$ cat src/rtl/pipe_ctrl_pkg.sv
// Shared pipeline defines: widths, stall encodings, cause and FSM state codes.
package pipe_ctrl_pkg;

    // Existing pipeline constants
    localparam int unsigned InstAddrWidth = 32;
    localparam int unsigned InstDataWidth = 32;
    localparam int unsigned RegAddrWidth  = 5;
    localparam int unsigned RegDataWidth  = 32;

    // Per-stage hold values
    localparam logic Stop   = 1'b1;
    localparam logic NoStop = 1'b0;

    // Stall vector layout: bit0 pc, bit1 if, bit2 id, bit3 ex, bit4 mem, bit5 wb
    localparam int unsigned StallWidth = 6;

    localparam logic [StallWidth-1:0] StallNone = {NoStop, NoStop, NoStop, NoStop, NoStop, NoStop};
    localparam logic [StallWidth-1:0] StallId   = {NoStop, NoStop, NoStop, Stop,   Stop,   Stop};
    localparam logic [StallWidth-1:0] StallEx   = {NoStop, NoStop, Stop,   Stop,   Stop,   Stop};
    localparam logic [StallWidth-1:0] StallMem  = {NoStop, Stop,   Stop,   Stop,   Stop,   Stop};

    // Stall cause codes
    typedef enum logic [1:0] {
        CauseNone = 2'd0,
        CauseId   = 2'd1,
        CauseEx   = 2'd2,
        CauseMem  = 2'd3
    } cause_e;

    // Controller FSM state codes
    typedef enum logic [1:0] {
        StRun     = 2'd0,
        StStalled = 2'd1,
        StHung    = 2'd2
    } state_e;

    localparam int unsigned CntWidth  = 16;
    localparam int unsigned PerfWidth = 32;

endpackage

$ cat src/rtl/pipe_ctrl_if.sv
// Request/stall bundle between the pipeline stages and pipe_ctrl.
// Perf counter outputs exist only when PIPE_CTRL_PERF_EN is defined.
interface pipe_ctrl_if;
    import pipe_ctrl_pkg::*;

    logic                  stallreq_from_id;
    logic                  stallreq_from_ex;
    logic                  stallreq_from_mem;
    logic                  timeout_clr_i;
    logic [StallWidth-1:0] stall;
    logic [1:0]            stall_cause_o;
    logic [1:0]            state_o;
    logic                  timeout_o;
`ifdef PIPE_CTRL_PERF_EN
    logic [PerfWidth-1:0]  perf_id_o;
    logic [PerfWidth-1:0]  perf_ex_o;
    logic [PerfWidth-1:0]  perf_mem_o;

    modport master (
        output stallreq_from_id, stallreq_from_ex, stallreq_from_mem, timeout_clr_i,
        input  stall, stall_cause_o, state_o, timeout_o, perf_id_o, perf_ex_o, perf_mem_o
    );

    modport slave (
        input  stallreq_from_id, stallreq_from_ex, stallreq_from_mem, timeout_clr_i,
        output stall, stall_cause_o, state_o, timeout_o, perf_id_o, perf_ex_o, perf_mem_o
    );
`else
    modport master (
        output stallreq_from_id, stallreq_from_ex, stallreq_from_mem, timeout_clr_i,
        input  stall, stall_cause_o, state_o, timeout_o
    );

    modport slave (
        input  stallreq_from_id, stallreq_from_ex, stallreq_from_mem, timeout_clr_i,
        output stall, stall_cause_o, state_o, timeout_o
    );
`endif

endinterface

$ cat src/rtl/pipe_ctrl_stall_encode.sv
// stall_encode: priority encode of stage stall requests (mem > ex > id)
// into the per-stage hold vector and the cause code. Purely combinational.
module stall_encode
    import pipe_ctrl_pkg::*;
(
    input  logic                  req_id_i,
    input  logic                  req_ex_i,
    input  logic                  req_mem_i,
    output logic [StallWidth-1:0] stall_o,
    output cause_e                cause_o
);

    // Later stages win: holding mem implies holding everything upstream.
    always_comb begin
        stall_o = StallNone;
        cause_o = CauseNone;
        if (req_mem_i) begin
            stall_o = StallMem;
            cause_o = CauseMem;
        end else if (req_ex_i) begin
            stall_o = StallEx;
            cause_o = CauseEx;
        end else if (req_id_i) begin
            stall_o = StallId;
            cause_o = CauseId;
        end
    end

endmodule

$ cat src/rtl/pipe_ctrl.sv
// pipe_ctrl: pipeline stall controller with stall watchdog.
// Stall vector is combinational from the requests; the FSM, stall counter,
// cause register and sticky timeout flag are registered.
// Optional: define PIPE_CTRL_PERF_EN to add per-cause perf counters.
module pipe_ctrl
    import pipe_ctrl_pkg::*;
#(
    parameter int unsigned TIMEOUT_CYCLES = 256
) (
    input logic        clk,
    input logic        rst,
    pipe_ctrl_if.slave ctrl
);

    // Count value seen on the edge that trips the watchdog
    localparam logic [CntWidth-1:0] TimeoutLast = CntWidth'(TIMEOUT_CYCLES - 1);

    logic [StallWidth-1:0] stall_vec;
    cause_e                cause;
    logic                  any_req;

    state_e                state_q, state_d;
    logic [CntWidth-1:0]   stall_cnt_q, stall_cnt_d;
    cause_e                cause_q, cause_d;
    logic                  timeout_q, timeout_d;
    logic                  fire;

    stall_encode u_stall_encode (
        .req_id_i  (ctrl.stallreq_from_id),
        .req_ex_i  (ctrl.stallreq_from_ex),
        .req_mem_i (ctrl.stallreq_from_mem),
        .stall_o   (stall_vec),
        .cause_o   (cause)
    );

    assign any_req = ctrl.stallreq_from_id | ctrl.stallreq_from_ex | ctrl.stallreq_from_mem;

    // Next-state for FSM, saturating stall counter, cause and sticky timeout
    always_comb begin
        stall_cnt_d = '0;
        if (any_req) begin
            stall_cnt_d = (stall_cnt_q == {CntWidth{1'b1}}) ? stall_cnt_q : stall_cnt_q + 1'b1;
        end

        fire = (state_q == StStalled) && any_req && (stall_cnt_q == TimeoutLast);

        state_d = state_q;
        case (state_q)
            StRun:     state_d = any_req ? StStalled : StRun;
            StStalled: begin
                if (!any_req) begin
                    state_d = StRun;
                end else if (fire) begin
                    state_d = StHung;
                end
            end
            StHung:    state_d = any_req ? StHung : StRun;
            default:   state_d = StRun;
        endcase

        cause_d = cause;

        // A new timeout takes precedence over a simultaneous clear
        timeout_d = timeout_q;
        if (fire) begin
            timeout_d = 1'b1;
        end else if (ctrl.timeout_clr_i) begin
            timeout_d = 1'b0;
        end
    end

    // Controller state registers
    always_ff @(posedge clk or negedge rst) begin
        if (!rst) begin
            state_q     <= StRun;
            stall_cnt_q <= '0;
            cause_q     <= CauseNone;
            timeout_q   <= 1'b0;
        end else begin
            state_q     <= state_d;
            stall_cnt_q <= stall_cnt_d;
            cause_q     <= cause_d;
            timeout_q   <= timeout_d;
        end
    end

    assign ctrl.stall         = stall_vec;
    assign ctrl.stall_cause_o = cause_q;
    assign ctrl.state_o       = state_q;
    assign ctrl.timeout_o     = timeout_q;

`ifdef PIPE_CTRL_PERF_EN
    logic [PerfWidth-1:0] perf_id_q, perf_id_d;
    logic [PerfWidth-1:0] perf_ex_q, perf_ex_d;
    logic [PerfWidth-1:0] perf_mem_q, perf_mem_d;

    // Saturating per-cause counters; only reset clears them
    always_comb begin
        perf_id_d  = perf_id_q;
        perf_ex_d  = perf_ex_q;
        perf_mem_d = perf_mem_q;
        case (cause)
            CauseId:  if (perf_id_q != {PerfWidth{1'b1}}) perf_id_d = perf_id_q + 1'b1;
            CauseEx:  if (perf_ex_q != {PerfWidth{1'b1}}) perf_ex_d = perf_ex_q + 1'b1;
            CauseMem: if (perf_mem_q != {PerfWidth{1'b1}}) perf_mem_d = perf_mem_q + 1'b1;
            default:  ;
        endcase
    end

    // Perf counter registers
    always_ff @(posedge clk or negedge rst) begin
        if (!rst) begin
            perf_id_q  <= '0;
            perf_ex_q  <= '0;
            perf_mem_q <= '0;
        end else begin
            perf_id_q  <= perf_id_d;
            perf_ex_q  <= perf_ex_d;
            perf_mem_q <= perf_mem_d;
        end
    end

    assign ctrl.perf_id_o  = perf_id_q;
    assign ctrl.perf_ex_o  = perf_ex_q;
    assign ctrl.perf_mem_o = perf_mem_q;
`endif

endmodule

$ cat src/flat_wrapper.sv
// flat-port wrapper written by rule: the top's interface ports become plain ports
module pipe_ctrl_flat import pipe_ctrl_pkg::*;
#(
    parameter int unsigned TIMEOUT_CYCLES = 256
)
  (clk, rst, ctrl_stallreq_from_id, ctrl_stallreq_from_ex, ctrl_stallreq_from_mem, ctrl_timeout_clr_i, ctrl_stall, ctrl_stall_cause_o, ctrl_state_o, ctrl_timeout_o);
  pipe_ctrl_if ctrl_i ();
  input logic clk;
  input logic rst;
  input wire logic [$bits(ctrl_i.stallreq_from_id)-1:0] ctrl_stallreq_from_id;
  input wire logic [$bits(ctrl_i.stallreq_from_ex)-1:0] ctrl_stallreq_from_ex;
  input wire logic [$bits(ctrl_i.stallreq_from_mem)-1:0] ctrl_stallreq_from_mem;
  input wire logic [$bits(ctrl_i.timeout_clr_i)-1:0] ctrl_timeout_clr_i;
  output wire logic [$bits(ctrl_i.stall)-1:0] ctrl_stall;
  output wire logic [$bits(ctrl_i.stall_cause_o)-1:0] ctrl_stall_cause_o;
  output wire logic [$bits(ctrl_i.state_o)-1:0] ctrl_state_o;
  output wire logic [$bits(ctrl_i.timeout_o)-1:0] ctrl_timeout_o;
  assign ctrl_i.stallreq_from_id = ctrl_stallreq_from_id;
  assign ctrl_i.stallreq_from_ex = ctrl_stallreq_from_ex;
  assign ctrl_i.stallreq_from_mem = ctrl_stallreq_from_mem;
  assign ctrl_i.timeout_clr_i = ctrl_timeout_clr_i;
  assign ctrl_stall = ctrl_i.stall;
  assign ctrl_stall_cause_o = ctrl_i.stall_cause_o;
  assign ctrl_state_o = ctrl_i.state_o;
  assign ctrl_timeout_o = ctrl_i.timeout_o;
  pipe_ctrl #(.TIMEOUT_CYCLES(TIMEOUT_CYCLES)) u_core (.clk(clk), .rst(rst), .ctrl(ctrl_i));
endmodule
$ cat config.mk
export PLATFORM = sky130hd
export DESIGN_NAME = pipe_ctrl_flat
export DESIGN_NICKNAME = d
export VERILOG_FILES = /design/src/rtl/pipe_ctrl_pkg.sv /design/src/rtl/pipe_ctrl_if.sv /design/src/rtl/pipe_ctrl_stall_encode.sv /design/src/rtl/pipe_ctrl.sv /design/src/flat_wrapper.sv
export SDC_FILE = /design/constraint.sdc
export NUM_CORES = 1
export LEC_CHECK = 0
export BUFFER_PORTS_ARGS = -buffer_cell sky130_fd_sc_hd__buf_2
export CORE_MARGIN = 4
export CORE_UTILIZATION = 45
export CTS_CLUSTER_SIZE = 28
export DETAILED_ROUTE_END_ITERATION = 7
export GPL_ROUTABILITY_DRIVEN = 1
export PLACE_DENSITY = 0.65
export SETUP_SLACK_MARGIN = 0.3
export SYNTH_ARGS = -nofsm -noshare
export SYNTH_HDL_FRONTEND = slang
export SYNTH_SLANG_ARGS = --single-unit
$ cat constraint.sdc
create_clock -name clk -period 2.3 [get_ports clk]
set_clock_uncertainty 0.1 [all_clocks]
set_input_delay 0.46 -clock clk [delete_from_list [all_inputs] [get_ports clk]]
set_output_delay 0.46 -clock clk [all_outputs]
set_load 0.02 [all_outputs]
== Word level (Yosys, flattened, before mapping) ==
Cells that the tools add are included.
W data, S select, Z words.

* $add $sub $neg: 1
* Multiplexer cells: 15
* Equal/unequal tests: 6
* Bitwise logic cells: 2
* Reduce and logical (&&, ||, !) cells: 4

{| class="wikitable"
|+ Operator list
! kind !! number
|-
| $mux W16 || 2
|-
| $add A16 B1 Y16 const B || 1
|-
| $eq A16 B16 Y1 const B || 1
|-
| $eq A16 B8 Y1 const B || 1
|-
| $mux W2 || 5
|-
| $pmux W2 S3 || 1
|-
| $mux W5 || 1
|-
| $mux W1 || 4
|-
| $mux W4 || 1
|-
| $mux W3 || 1
|-
| $ne A3 B3 Y1 const B || 1
|-
| $eq A2 B1 Y1 const B || 1
|-
| $eq A2 B2 Y1 const B || 1
|-
| $logic_and A1 B1 Y1 || 2
|-
| $logic_not A2 Y1 || 1
|-
| $ne A2 B2 Y1 const B || 1
|-
| $or A1 B1 Y1 || 2
|-
| $reduce_bool A2 Y1 || 1
|}

* Logic and storage cells: 32
* Flip-flop bits (word level): 21
* Output and inout port bits: 11

== Longest topological paths before layout ==
* Depth in word-level cells: 7
* Mapped depth: 6
* Depth with buffers taken out: 5

== Modules after synthesis ==
Synthesis repeated with hierarchy kept, for this count alone.

* Cell total of the unflattened synthesis: 125
* Area, all modules: 1173.6 sq um

{| class="wikitable"
|+ By module, submodules not included
! module !! cells an instance !! area each (sq um) !! instances
|-
| pipe_ctrl || 115 || 1107.3 || 1
|-
| stall_encode || 10 || 66.3 || 1
|}

== Least setup slack after synthesis ==
OpenSTA, ideal clock, no wires.

* Path kind: input-to-output
* From: in ctrl_stallreq_from_mem
* To: out ctrl_stall[1]
* Required time: 1.740 ns
* Buffers on the path: 1
* Arrival time: 1.672 ns
* Slack: 0.068 ns
* Cell stages on the path: 4
* Cell sequence: or2_2 nor2_1 inv_1 buf_4

* Word-level cells in the longest chain between the ends: 1

{| class="wikitable"
|+ Ends and longest elaborated chain
! element !! RTL line !! text
|-
| start, declared || flat_wrapper.sv:12 || <nowiki>input wire logic [$bits(ctrl_i.stallreq_from_mem)-1:0] ctrl_stallreq_from_mem;</nowiki>
|-
| $mux W5 || pipe_ctrl_stall_encode.sv:17 || <nowiki>if (req_mem_i) begin</nowiki>
|-
| end, declared || flat_wrapper.sv:14 || <nowiki>output wire logic [$bits(ctrl_i.stall)-1:0] ctrl_stall;</nowiki>
|}

Every way passes these cells.

== Final worst setup path ==
* From: reg u_core.stall_cnt_q[0]
* To: reg u_core.stall_cnt_q[5]

* Word-level cells in the longest chain between the ends: 3

{| class="wikitable"
|+ Ends and longest elaborated chain
! element !! RTL line !! text
|-
| start, declared || pipe_ctrl.sv:23 || <nowiki>logic [CntWidth-1:0] stall_cnt_q, stall_cnt_d;</nowiki>
|-
| start signal, assigned || pipe_ctrl.sv:81 || <nowiki>stall_cnt_q <= stall_cnt_d;</nowiki>
|-
| $add A16 B1 Y16 || pipe_ctrl.sv:42 || <nowiki>stall_cnt_d = (stall_cnt_q == {CntWidth{1'b1}}) ? stall_cnt_q : stall_cnt_q + 1'b1;</nowiki>
|-
| $mux W16 || pipe_ctrl.sv:42 ||
|-
| $mux W16 || pipe_ctrl.sv:41 || <nowiki>if (any_req) begin</nowiki>
|}

Several ways; a longest one is shown, not always the timed one. The select of a mux whose other input is x is not followed.
A chain may end at the register's enable or synchronous reset.

==> run summary <==
Slew Viols, Final: 0
Final Net Count: 149
Fin. Hold Viols: 12
worst hold margin: -0.00721 ns
Total GRT Usage: 0.155
violated checks: hold timing
# placed instances: 164
Peak VDD IR: 0.582 mV
Place WS: 0.401 ns
P_int: 0.606 mW
Placer Congestion: 0.845
CP Capture Type: flop
Via-to-Cell Ratio: 5.90
Yosys warnings: 0
Residual DRC: 0
Ant. Diodes: 0
Vias: 991
EDFF count, synth: 0
Seq/Total Area, Yosys: 0.440
Seq cells post-synth: 21
Num CTS Buffers: 3
Most used DFF post-synth: dfrtp_1
xor/xnor cell area share of the yosys netlist: 0.00733
Critical Path AT: 2.04 ns
syn nets: 134
Die Y: 59.5 um
ys async rst share: 1.00
PortBufs: 15
fin util: 0.525
Final Routed Wirelength: 2.47 mm
largest net degree at the start of global routing: 22
Combinational Power Share: 0.289
gr busiest metal: met2
worst skew pair latency: 0.30 ns
Cell Area, Synth: 0.00119 mm2
outcome: finished with violations
max-cap violation count: 0
leak pwr: 0.550 nW
switch share: 0.352
Synth Area per Inst: 9.64 um2
DR iter-0 viols: 42
met1 usage: 0.225
crit path max-delay cell type: or4_1
Critical Path RT: 2.43 ns
RSZ-0062 raised after global routing: true
die width: 59.5 um
critical path type: reg -> reg
Setup TNS Final: 0 ns
post-synthesis cell type count: 37
setup violators final: 0
Post-DP Area: 0.00127 mm2
CORE AREA: 0.00250 mm2
layout cells sized above 1: 0.217
gr ovfl total: 0
largest family of logic cells by synthesized area: simple AND/OR/NAND/NOR gates
M2 GR Usage: 0.243
IO Count: 17
fin crit share: 0.829
starting density of the core: 0.478
Hold Buf Count CTS: 0
DR WL/cell: 14.7 um
mux contribution to synthesized area: 0.00838
Root Driver: clkbuf_4
simple-gate share of the synthesized area: 0.255
Tmin final: 1.91 ns
clock tree from TritonCTS: done
first-pass GRT wire length: 4.28 mm
register share of total power: 0.524
Critical Path Fanout Max: 15
Fillers: 241
compound-gate portion of the synthesized area: 0.164
Die ar.: 0.00354 mm2
post-route cell area: 0.00131 mm2
met3 GRT Util: 0.0392
Synth top cells by count: 21 x dfrtp_1, 10 x a21oi_1, 10 x o31ai_1, 8 x nor2_1, 7 x or4_1
largest cells by area after synthesis: dfrtp_1 44%, o31ai_1 6.3%, or4_1 4.4%
Post-DRT Antenna Nets: 0
Clock power frac: 0.187
f_max: 525 MHz
most frequent cell after synthesis: dfrtp_1
Startpoint Class: flop
iteration count of the initial detailed-routing pass: 4
synthesized instance count: 124
R2R setup slack: 0.39 ns
vias in the first global route: 970
initial antenna violation count: 0
Cell Pwr Density: 713 mW/mm2
Clk pin slew, worst setup/hold paths: 0.11 ns
clock sink count: 21
Worst Slack Setup Final: 0.394 ns
Synth top area share: 0.440
CP max stage delay: 0.47 ns
Area Overhead vs Synth: 9.84%
Hold Path Class: in -> async
Cell Rows: 18
Post-DP HPWL: 1.78 mm
Synth Area in Adders: 0.0419
Switch Pwr: 0.329 mW
Clock Path Buffers: 2
CP cell instances: ha_1 -> nand3_1 -> nor4_2 -> buf_4 -> or4_1 -> a21oi_1
maximum level of the CTS H-tree: 1
Total Power: 0.935 mW
leading area contributor after synthesis: dfrtp_1
final cell count without fillers: 168
## kinds of logic after synthesis
logic type,after synthesis
fa+ha+maj,4
flops,21
other cells,1
xor+xnor,1
buf+inv,15
compound gates,30
mux,1
simple gates,51
## cell usage in the layout, fill, tap and decap left out, types with 3 or more instances in the layout
cell type,Yosys,final
a21oi_1,10,10
buf_2,1,15
buf_4,5,4
clkbuf_4,1,3
dfrtp_1,21,21
ha_1,4,4
inv_1,6,6
nand2_1,6,6
nand3_1,5,5
nand4_1,6,6
nor2_1,8,7
nor3_1,3,3
o21ai_0,4,4
o31ai_1,10,10
or3_1,4,4
or4_1,7,7
## cell type report
class                   instances  area, um2  area share
inverters                       6       22.5      0.0172
multi-input cells              88        596       0.454
clock buffers                   4       26.3      0.0200
repair buffers                 19        105      0.0801
well taps                      30       37.5      0.0286
flip-flops and latches         21        526       0.400
## state kept, by name (all words and copies together), names as in the netlist
signal                     cells
u_core.ctrl.state_o            2
u_core.ctrl.stall_cause_o      2
u_core.ctrl.timeout_o          1
u_core.stall_cnt_q            16
## per-layer routing
metal	vias up	routed length (um)
met3	2	110
met2	23	1180
met4	0	9
li1	493	-
met1	473	1170
met5	-	0
## path summary, 6_finish.rpt
check	from	to	cells past startpoint
max in group asynchronous	rst	u_core.stall_cnt_q[5]$_DFFE_PN0P_	1
min in group clk	ctrl_timeout_clr_i	u_core.ctrl.timeout_o$_DFFE_PN0P_	2
worst min register to register	u_core.ctrl.timeout_o$_DFFE_PN0P_	u_core.ctrl.timeout_o$_DFFE_PN0P_	2
worst max register to register	u_core.stall_cnt_q[0]$_DFFE_PN0P_	u_core.stall_cnt_q[5]$_DFFE_PN0P_	6
worst max-delay path	u_core.stall_cnt_q[0]$_DFFE_PN0P_	u_core.stall_cnt_q[5]$_DFFE_PN0P_	6
worst min-delay path	rst	u_core.stall_cnt_q[13]$_DFFE_PN0P_	1
## what timing repair did
| item | in CTS | in global routing |
|---|---|---|
| setup buffers | 0 | 0 |
| setup endpoints to repair | 0 | 4 |
| resized for setup | 0 | 2 |
## power by group through the flow
stage | combinational (mW) | sequential [mW] | clock [mW]
2_1_floorplan | 0.168 | 0.508 | 0
5_1_grt | 0.315 | 0.502 | 0.197
3_3_place_gp | 0.248 | 0.492 | 0
4_1_cts | 0.265 | 0.490 | 0.186
6_report | 0.270 | 0.490 | 0.175
3_5_place_dp | 0.259 | 0.496 | 0
## worst max-delay path, delay by kind of cell (launching register included)
family	cells	cell delay [ns]
adder cells (fa/ha/maj)	1	0.25
AND/OR/NAND/NOR	3	0.72
flip-flops	1	0.43
buffers and inverters	1	0.19
AO/OA/AOI/OAI	1	0.15
Power figures use the tool's default switching activity.
